`config.mk`:
```
export PLATFORM = sky130hd
export DESIGN_NAME = ws2812b_decoder
export DESIGN_NICKNAME = d
export VERILOG_FILES = /design/src/rtl/ws2812b_decoder.sv
export SDC_FILE = /design/constraint.sdc
export NUM_CORES = 1
export LEC_CHECK = 0
export ABC_AREA = 1
export CORE_AREA = 2 2 103 105
export DETAILED_ROUTE_END_ITERATION = 8
export DIE_AREA = 0 0 105 107
export PLACE_DENSITY = 0.73
export SYNTH_ARGS = -nofsm -noshare
export SYNTH_HDL_FRONTEND = slang
export SYNTH_SLANG_ARGS = --single-unit
```
`constraint.sdc`:
```
create_clock -name clk -period 1.6 [get_ports clk]
set_clock_uncertainty 0.2 [all_clocks]
set_input_delay 0.16 -clock clk [delete_from_list [all_inputs] [get_ports clk]]
set_output_delay 0.16 -clock clk [all_outputs]
set_load 0.01 [all_outputs]
```
`src/rtl/ws2812b_decoder.sv`:
```
// WS2812B single-wire decoder: classifies high-pulse widths into bits, assembles
// 24-bit GRB pixels with their frame index, and reports latch gaps and line errors.
module ws2812b_decoder #(
  parameter int BIT_THRESHOLD = 7,
  parameter int MAX_HIGH      = 16,
  parameter int RESET_CYCLES  = 600,
  parameter int NUM_PIXELS    = 64
) (
  input  logic                              clk,
  input  logic                              reset,
  input  logic                              din,
  output logic                              pixel_valid,
  output logic [23:0]                       pixel_data,
  output logic [$clog2(NUM_PIXELS)-1:0]     pixel_index,
  output logic                              frame_done,
  output logic [$clog2(NUM_PIXELS+1)-1:0]   frame_pixels,
  output logic                              error
);

  localparam int IDX_W  = $clog2(NUM_PIXELS);
  localparam int CNT_W  = $clog2(NUM_PIXELS + 1);
  localparam int HIGH_W = $clog2(MAX_HIGH + 2);
  localparam int LOW_W  = $clog2(RESET_CYCLES + 1);

  typedef enum logic [1:0] {SYNC, IDLE, HIGH, LOW} state_t;

  state_t             state;
  logic               din_meta;
  logic               din_s;
  logic [HIGH_W-1:0]  high_cnt;
  logic [LOW_W-1:0]   low_cnt;
  logic [4:0]         bit_cnt;
  logic [CNT_W-1:0]   pix_cnt;
  logic [22:0]        shift;
  logic               bit_val;
  logic [23:0]        next_word;

  // NOTE: sequential state is updated with <= so every flop samples pre-edge values;
  // blocking assignments here would collapse the two synchronizer stages into one.
  always_ff @(posedge clk) begin
    if (reset) begin
      din_meta <= 1'b0;
      din_s    <= 1'b0;
    end else begin
      din_meta <= din;
      din_s    <= din_meta;
    end
  end

  // The bit being closed joins the 23 bits already held to form the full word.
  assign bit_val   = (high_cnt >= HIGH_W'(BIT_THRESHOLD));
  assign next_word = {shift, bit_val};

  always_ff @(posedge clk) begin
    if (reset) begin
      state        <= SYNC;
      high_cnt     <= '0;
      low_cnt      <= '0;
      bit_cnt      <= '0;
      pix_cnt      <= '0;
      // NOTE: the shift register is reset too, so a stale partial word never
      // survives a reset into the held pixel_data.
      shift        <= '0;
      pixel_valid  <= 1'b0;
      pixel_data   <= '0;
      pixel_index  <= '0;
      frame_done   <= 1'b0;
      frame_pixels <= '0;
      error        <= 1'b0;
    end else begin
      pixel_valid <= 1'b0;
      frame_done  <= 1'b0;
      error       <= 1'b0;

      case (state)
        // Wait for a full latch gap before trusting bit boundaries.
        SYNC: begin
          if (din_s) begin
            low_cnt <= '0;
          end else if (low_cnt == LOW_W'(RESET_CYCLES - 1)) begin
            low_cnt <= '0;
            state   <= IDLE;
          end else begin
            low_cnt <= low_cnt + 1'b1;
          end
        end

        IDLE: begin
          if (din_s) begin
            high_cnt <= HIGH_W'(1);
            state    <= HIGH;
          end
        end

        HIGH: begin
          if (high_cnt > HIGH_W'(MAX_HIGH)) begin
            error   <= 1'b1;
            bit_cnt <= '0;
            pix_cnt <= '0;
            low_cnt <= '0;
            state   <= SYNC;
          end else if (din_s) begin
            high_cnt <= high_cnt + 1'b1;
          end else begin
            shift   <= next_word[22:0];
            low_cnt <= LOW_W'(1);
            state   <= LOW;
            if (bit_cnt == 5'd23) begin
              bit_cnt <= '0;
              if (pix_cnt < CNT_W'(NUM_PIXELS)) begin
                pixel_valid <= 1'b1;
                pixel_data  <= next_word;
                pixel_index <= pix_cnt[IDX_W-1:0];
                pix_cnt     <= pix_cnt + 1'b1;
              end else begin
                error <= 1'b1;
              end
            end else begin
              bit_cnt <= bit_cnt + 1'b1;
            end
          end
        end

        LOW: begin
          if (din_s) begin
            high_cnt <= HIGH_W'(1);
            state    <= HIGH;
          end else if (low_cnt == LOW_W'(RESET_CYCLES - 1)) begin
            frame_done   <= 1'b1;
            frame_pixels <= pix_cnt;
            error        <= (bit_cnt != 5'd0);
            pix_cnt      <= '0;
            bit_cnt      <= '0;
            low_cnt      <= '0;
            state        <= IDLE;
          end else begin
            low_cnt <= low_cnt + 1'b1;
          end
        end

        default: state <= SYNC;
      endcase
    end
  end

endmodule

```
==> results of run 1 <==
-- cell usage in the layout, fill, tap and decap left out, drive strengths merged, types with 3 or more instances in the layout --
cell type    count
dlygate4sd2     38
inv             58
nand3           55
nor3             7
nor2            75
o21ai           63
clkinv           3
buf             77
nand2           73
ha               6
nand4            4
a21oi           55
dfxtp           94
clkbuf          10
-- final cells by class --
| type | instances | area (µm²) | area share (%) |
|---|---|---|---|
| clock inverters | 6 | 68.8 | 1.21 |
| multi-input cells | 348 | 2140 | 37.5 |
| inverters | 57 | 228 | 4.00 |
| flip-flops and latches | 94 | 1900 | 33.4 |
| repair buffers | 119 | 1060 | 18.6 |
| well taps | 136 | 170 | 2.99 |
| clock buffers | 10 | 128 | 2.24 |
-- synthesized netlist by cell type --
master and number:
ha_1 6, a211oi_1 1, a31oi_1 1, o21ai_0 48, nor2_4 1, clkinv_1 1
o21a_1 1, clkbuf_1 7, inv_2 5, buf_2 8, xor2_1 2, nor4_1 1
nor3b_1 1, o211ai_1 1, o21ai_2 12, inv_1 50, nor3_1 7, nand4_1 4
nand2_1 67, a21boi_0 2, nor2_8 1, o21ai_1 3, nand2_2 5, nor2_2 1
buf_1 2, buf_4 2, nor2_1 72, nand2_4 1, nand3_1 53, dfxtp_1 94
nand3_2 2, inv_4 1, buf_6 4, a21oi_1 54, a21oi_2 1
-- layer usage --
metal | part of all wire [%] | global-route usage, % | vias to the layer above
li1 | - | - | 1939
met1 | 44 | 20.7 | 1827
met2 | 50 | 30.6 | 86
met3 | 3.2 | 3.71 | 19
met4 | 2.0 | 7.62 | 0
met5 | 0 | 0 | -
-- sequential cells by signal (all words and copies together), names as in the netlist --
name and cells:
pixel_data 24, shift 23, low_cnt 10, frame_pixels 7, pix_cnt 7, pixel_index 6
bit_cnt 5, high_cnt 5, state 2, din_meta 1, din_s 1, error 1
frame_done 1, pixel_valid 1
-- critical path, stage by stage (launching register included) --
cell     delay, ns
dfxtp_2       0.33
inv_2         0.07
ha_4          0.14
nand3_4       0.07
nand2_4       0.08
nand2_4       0.07
inv_6         0.08
nand2_8       0.06
nor2_8        0.20
inv_8         0.12
o21ai_1       0.15
nor2_1        0.07
-- report_power, final --
part,leakage [nW],switching (mW),total [mW],internal (mW)
Combinational,1.59,0.162,0.303,0.141
Clock,0.0973,0.867,1.60,0.734
Sequential,0.763,0.0273,2.40,2.37
Total,2.45,1.06,4.30,3.24
-- cell families after synthesis --
| logic type | Yosys count |
|---|---|
| AND/OR/NAND/NOR | 216 |
| AO/OA/AOI/OAI | 124 |
| flip-flops | 94 |
| buffers and inverters | 80 |
| adder cells (fa/ha/maj) | 6 |
| XOR/XNOR | 2 |
-- repair_timing --
action	in CTS	in global routing
gates resized for setup	85	85
setup buffers	8	3
gates cloned	1	0
pin swaps	6	21
endpoints found under the setup margin	111	93
-- worst max path at each step --
stage                startpoint             end  slack, ns  depth (start not counted)
global placement     bit_cnt[0]   pixel_data[7]      -0.12                         10
floorplan           high_cnt[1]  pixel_data[13]      -0.09                         12
global route        high_cnt[0]   pixel_data[3]      -0.23                         11
detailed placement   bit_cnt[0]   pixel_data[7]      -0.20                         10
CTS                  bit_cnt[0]   pixel_data[2]      -0.12                         10
finish              high_cnt[0]   pixel_data[3]      -0.14                         11
==> flow_summary.yaml, run 1 <==
run_status:
  status: "finished with violations"
  violations: "setup timing"
clocking:
  cts_buffer_depth: 2
  clk_latency_ns: 0.37
  clk_pin_slew_ns: 0.09
  htreeDepth: 3
  cts_root_buf: "clkbuf_8"
  clkSinkCount: 94
  cts-hold-fix-buffers: 0
  tritoncts: "yes"
  cts-buffers-inserted: 9
floorplanning:
  rows: 37
  die_x_um: 105
  placeableCoreArea_um2: 10100
  ioPinCount: 43
  design.die.area_um2: 11200
  fp.dieH_um: 107
  start_util_pct: 39.3
yosys:
  ys_types: 35
  synthCells: 522
  yosysSeqAreaShare_pct: 47.4
  synth_top_family_by_area: "simple AND/OR/NAND/NOR gates"
  synthAdderAreaFrac_pct: 1.89
  synth-seq-cells: 94
  avgSynthCellArea_um2: 7.60
  yosys.area_share.simple_pct: 24.2
  synth_compound_area_share_pct: 17.2
  syn-num-nets: 531
  synth_top_cell_by_area: "dfxtp_1"
  synthTopCellsByArea: "dfxtp_1, a21oi_1, nor2_1"
  synth_area_um2: 3970
  synth_xor_area_share_pct: 0.441
  yosys.area.top_type_share_pct: 47.4
  synth_mux_area_share_pct: 0
  ys_warn_count: 0
worst_hold_path:
  hold_depth: 3
  worstHoldStart: "din"
  whs_endpoint: "din_meta"
  hp-class: "input pin to flip-flop"
worst_setup_path:
  critPathLaunchType: "flip-flop"
  cp_max_fo: 26
  critical_path_class: "flip-flop to flip-flop"
  r2r_setup_slack_ns: -0.14
  timing.rr.start: "high_cnt[0]"
  rr_worst_depth: 11
  worstPathRequired_ns: 1.67
  crit_path_end_kind: "flip-flop"
  crit_arrival_ns: 1.81
  reg2reg_to: "pixel_data[3]"
sta:
  final-setup-viol-count: 54
  relSlewSlack_pct: 80.8
  rsz0062_at_grt: "yes"
  fmax_ghz: 0.574
  whs_ns: 0.103
  fin_crit_ns: 1.74
  worst_slew_pin_slew_ns: 0.288
  setup_ws_ns: -0.144
  finalHoldViolations: 0
  final_max_slew_viol_count: 0
  finalSetupTns_ns: -4.42
  min_period_over_period_pct: 109
pwr:
  ir_worst_vdd_uv: 380
  p_total_mw: 4.30
  powerDensity_nw_per_um2: 756
  p_leak_nw: 2.45
global_route:
  grt_max_degree: 37
  grt_pass1_wl_um: 16000
  grt-ovfl-total: 0
  antenna_found_initial: 0
  grt_usage_pct: 17.5
  grt_pass1_vias: 3630
placement:
  numPortBuffers: 42
  gp_congestion: 0.851
  dpl.hpwl_um: 6700
  place_area_um2: 5100
  place_ws_ns: -0.197
  dpl.cell_count: 743
final_layout:
  post-route-util_pct: 56.4
  num-nets-final: 638
  synthToLayoutAreaGrowth_pct: 43.4
  drive_gt1_share_pct: 33.4
  finalInstanceArea_um2: 5690
  antenna_cells: 0
  fin_cells: 770
  fill_cells: 916
routing:
  firstDrtPassIters: 5
  drt_iter0_drc: 134
  ant_nets: 0
  drc_errors: 0
  wl_per_cell_um: 12.8
  vias_per_cell: 5.03
  routed_wl_um: 9870
  vias: 3871
run:
  maxCapViolations: 0
Note: power is estimated with default switching activity, not from simulation.
==> inputs of run 2 (changes only) <==
--- a/config.mk
+++ b/config.mk
@@ -6,6 +6,7 @@
 export NUM_CORES = 1
 export LEC_CHECK = 0
 export ABC_AREA = 1
+export CAP_MARGIN = 20
 export CORE_AREA = 2 2 103 105
 export DETAILED_ROUTE_END_ITERATION = 8
 export DIE_AREA = 0 0 105 107
==> results of run 2 <==
The final DEF is identical to that of run 1; final timing and power are the same.
==> inputs of run 3 (changes only) <==
--- a/config.mk
+++ b/config.mk
@@ -10,7 +10,7 @@
 export CORE_AREA = 2 2 103 105
 export DETAILED_ROUTE_END_ITERATION = 8
 export DIE_AREA = 0 0 105 107
-export PLACE_DENSITY = 0.73
+export PLACE_DENSITY = 0.71
 export SYNTH_ARGS = -nofsm -noshare
 export SYNTH_HDL_FRONTEND = slang
 export SYNTH_SLANG_ARGS = --single-unit
==> constraint.sdc (replaced) <==
create_clock -name clk -period 1.8 [get_ports clk]
set_clock_uncertainty 0.2 [all_clocks]
set_input_delay 0.18 -clock clk [delete_from_list [all_inputs] [get_ports clk]]
set_output_delay 0.18 -clock clk [all_outputs]
set_load 0.01 [all_outputs]
==> flow_summary.yaml, run 3 (synthesis results as in run 1) <==
worst_setup_path:
  worstPathRequired_ns: 1.91
  slowest_delay_ns: 0.33
  crit_arrival_ns: 1.90
  worst_path_max_delay_cell: "dfxtp_2"
  critPathLaunchType: "flip-flop"
  cp_max_fo: 7
  path_cells: "inv_2 > ha_4 > nand3_4 > nand2_4 > nand2_4 > inv_4 > nand2_4 > nor2_8 > buf_6 > nand2_4 > clkbuf_16 > o21ai_2"
  critical_path_class: "flip-flop to flip-flop"
  r2r_setup_slack_ns: 0.009
  crit_path_end_kind: "flip-flop"
  cp_common_cell: "nand2_4"
clocking:
  clk_pin_slew_ns: 0.09
  cts-hold-fix-buffers: 0
  cts-buffers-inserted: 9
  clk_latency_ns: 0.37
  clkSinkCount: 94
  cts_buffer_depth: 2
  cts_root_buf: "clkbuf_8"
  tritoncts: "yes"
  htreeDepth: 3
routing:
  drc_errors: 0
  wl_met3_um: 511
  firstDrtPassIters: 5
  ant_nets: 0
  routed.top_layer: "met4"
  vias_per_cell: 4.97
  routed_wl_um: 9270
  vias: 3672
  dr_wl_met2_um: 4330
  drt_iter0_drc: 206
  met1Wirelength_um: 4170
  wl_per_cell_um: 12.5
sta:
  fmax_ghz: 0.558
  finalSetupTns_ns: 0
  finalHoldViolations: 0
  relSlewSlack_pct: 80.5
  min_period_over_period_pct: 99.5
  final_max_slew_viol_count: 0
  worst_slew_pin_slew_ns: 0.291
  whs_ns: 0.113
  final-setup-viol-count: 0
  fin_crit_ns: 1.79
  rsz0062_at_grt: "yes"
placement:
  dpl.hpwl_um: 6160
  gp_congestion: 0.861
  dpl.cell_count: 714
  place_area_um2: 4750
  numPortBuffers: 42
floorplanning:
  placeableCoreArea_um2: 10100
  rows: 37
  ioPinCount: 43
  die_x_um: 105
  start_util_pct: 39.3
  design.die.area_um2: 11200
  fp.dieH_um: 107
pwr:
  powerDensity_nw_per_um2: 716
  p_leak_nw: 2.07
  ir_worst_vdd_uv: 331
final_layout:
  num-nets-final: 607
  antenna_cells: 0
  largest_reg_flops: 24
  synthToLayoutAreaGrowth_pct: 32.8
  most-common-layout-cells: "dfxtp_1, nor2_1, nand2_1, a21oi_1, nand3_1"
  fin_cells: 739
  top_register: "pixel_data"
  finalInstanceArea_um2: 5270
  layout_commonest_cell: "dfxtp_1"
  reg_top3: "pixel_data (24), shift (23), low_cnt (10)"
  post-route-util_pct: 52.2
  drive_gt1_share_pct: 21.4
global_route:
  antenna_found_initial: 0
  grt_pass1_wl_um: 14700
  grt_usage_pct: 15.9
  grt-ovfl-total: 0
  grt_pass1_vias: 3349
  grt_max_degree: 27
run_status:
  status: "finished clean"
run:
  maxCapViolations: 0
worst_hold_path:
  hp-class: "input pin to flip-flop"
-- run 3: changes by cell type in the layout (fill, tap and decap cells not counted), moves of 8 or more --
cell	delta
o21ai_0	+16
dlygate4sd2_1	-38
clkdlybuf4s50_1	+40
nand3_1	+12
nand3_2	-12
a21oi_1	+8
a21oi_2	-9
o21ai_2	-10
buf_4	-29
-- run 3: worst max-delay path, delay by kind of cell, from the launching register on --
family,cells,cell delay (ns)
DFF,1,0.33
AOI/OAI and AO/OA,1,0.10
and+or+nand+nor,6,0.51
adders and majority gates,1,0.15
buffers and inverters,4,0.44
-- run 3: repair_timing --
item                                    in CTS  in global routing
resized for setup                           17                 65
buffers inserted                             2                  5
cloned                                       0                  2
pin swaps                                    2                 16
endpoints found under the setup margin      39                 67
-- run 3: where the power goes --
part	internal (mW)	switching, mW
registers	2.11	0.0244
clock network	0.652	0.757
logic	0.107	0.126
-- run 3: stage by stage --
stage	total power [mW]	setup slack (ns)
after floorplan	2.29	0.0463
after global placement	2.36	-0.0138
after detailed placement	2.37	-0.0785
after CTS	3.76	-0.00908
after global routing	3.91	-0.0722
final	3.77	0.00859
-- run 3: area by class of cell --
| class | instances | area [µm²] |
|---|---|---|
| inverters | 57 | 221 |
| repair buffers | 88 | 878 |
| clock inverters | 6 | 68.8 |
| clock buffers | 10 | 128 |
| flip-flops and latches | 94 | 1890 |
| fillers | 961 | 4820 |
| well taps | 136 | 170 |
| multi-input cells | 348 | 1910 |
-- run 3: final timing paths --
kind                    end  cells past startpoint   startpoint
max          pixel_data[20]                     12  high_cnt[0]
max reg2reg  pixel_data[20]                     12  high_cnt[0]
min reg2reg           din_s                      2     din_meta
min                din_meta                      3          din
-- run 3: routing by layer --
layer	track usage, %	vias up
met1	20.0	1678
li1	-	1862
met2	25.9	110
met3	3.71	22
met4	7.62	0
met5	0	-
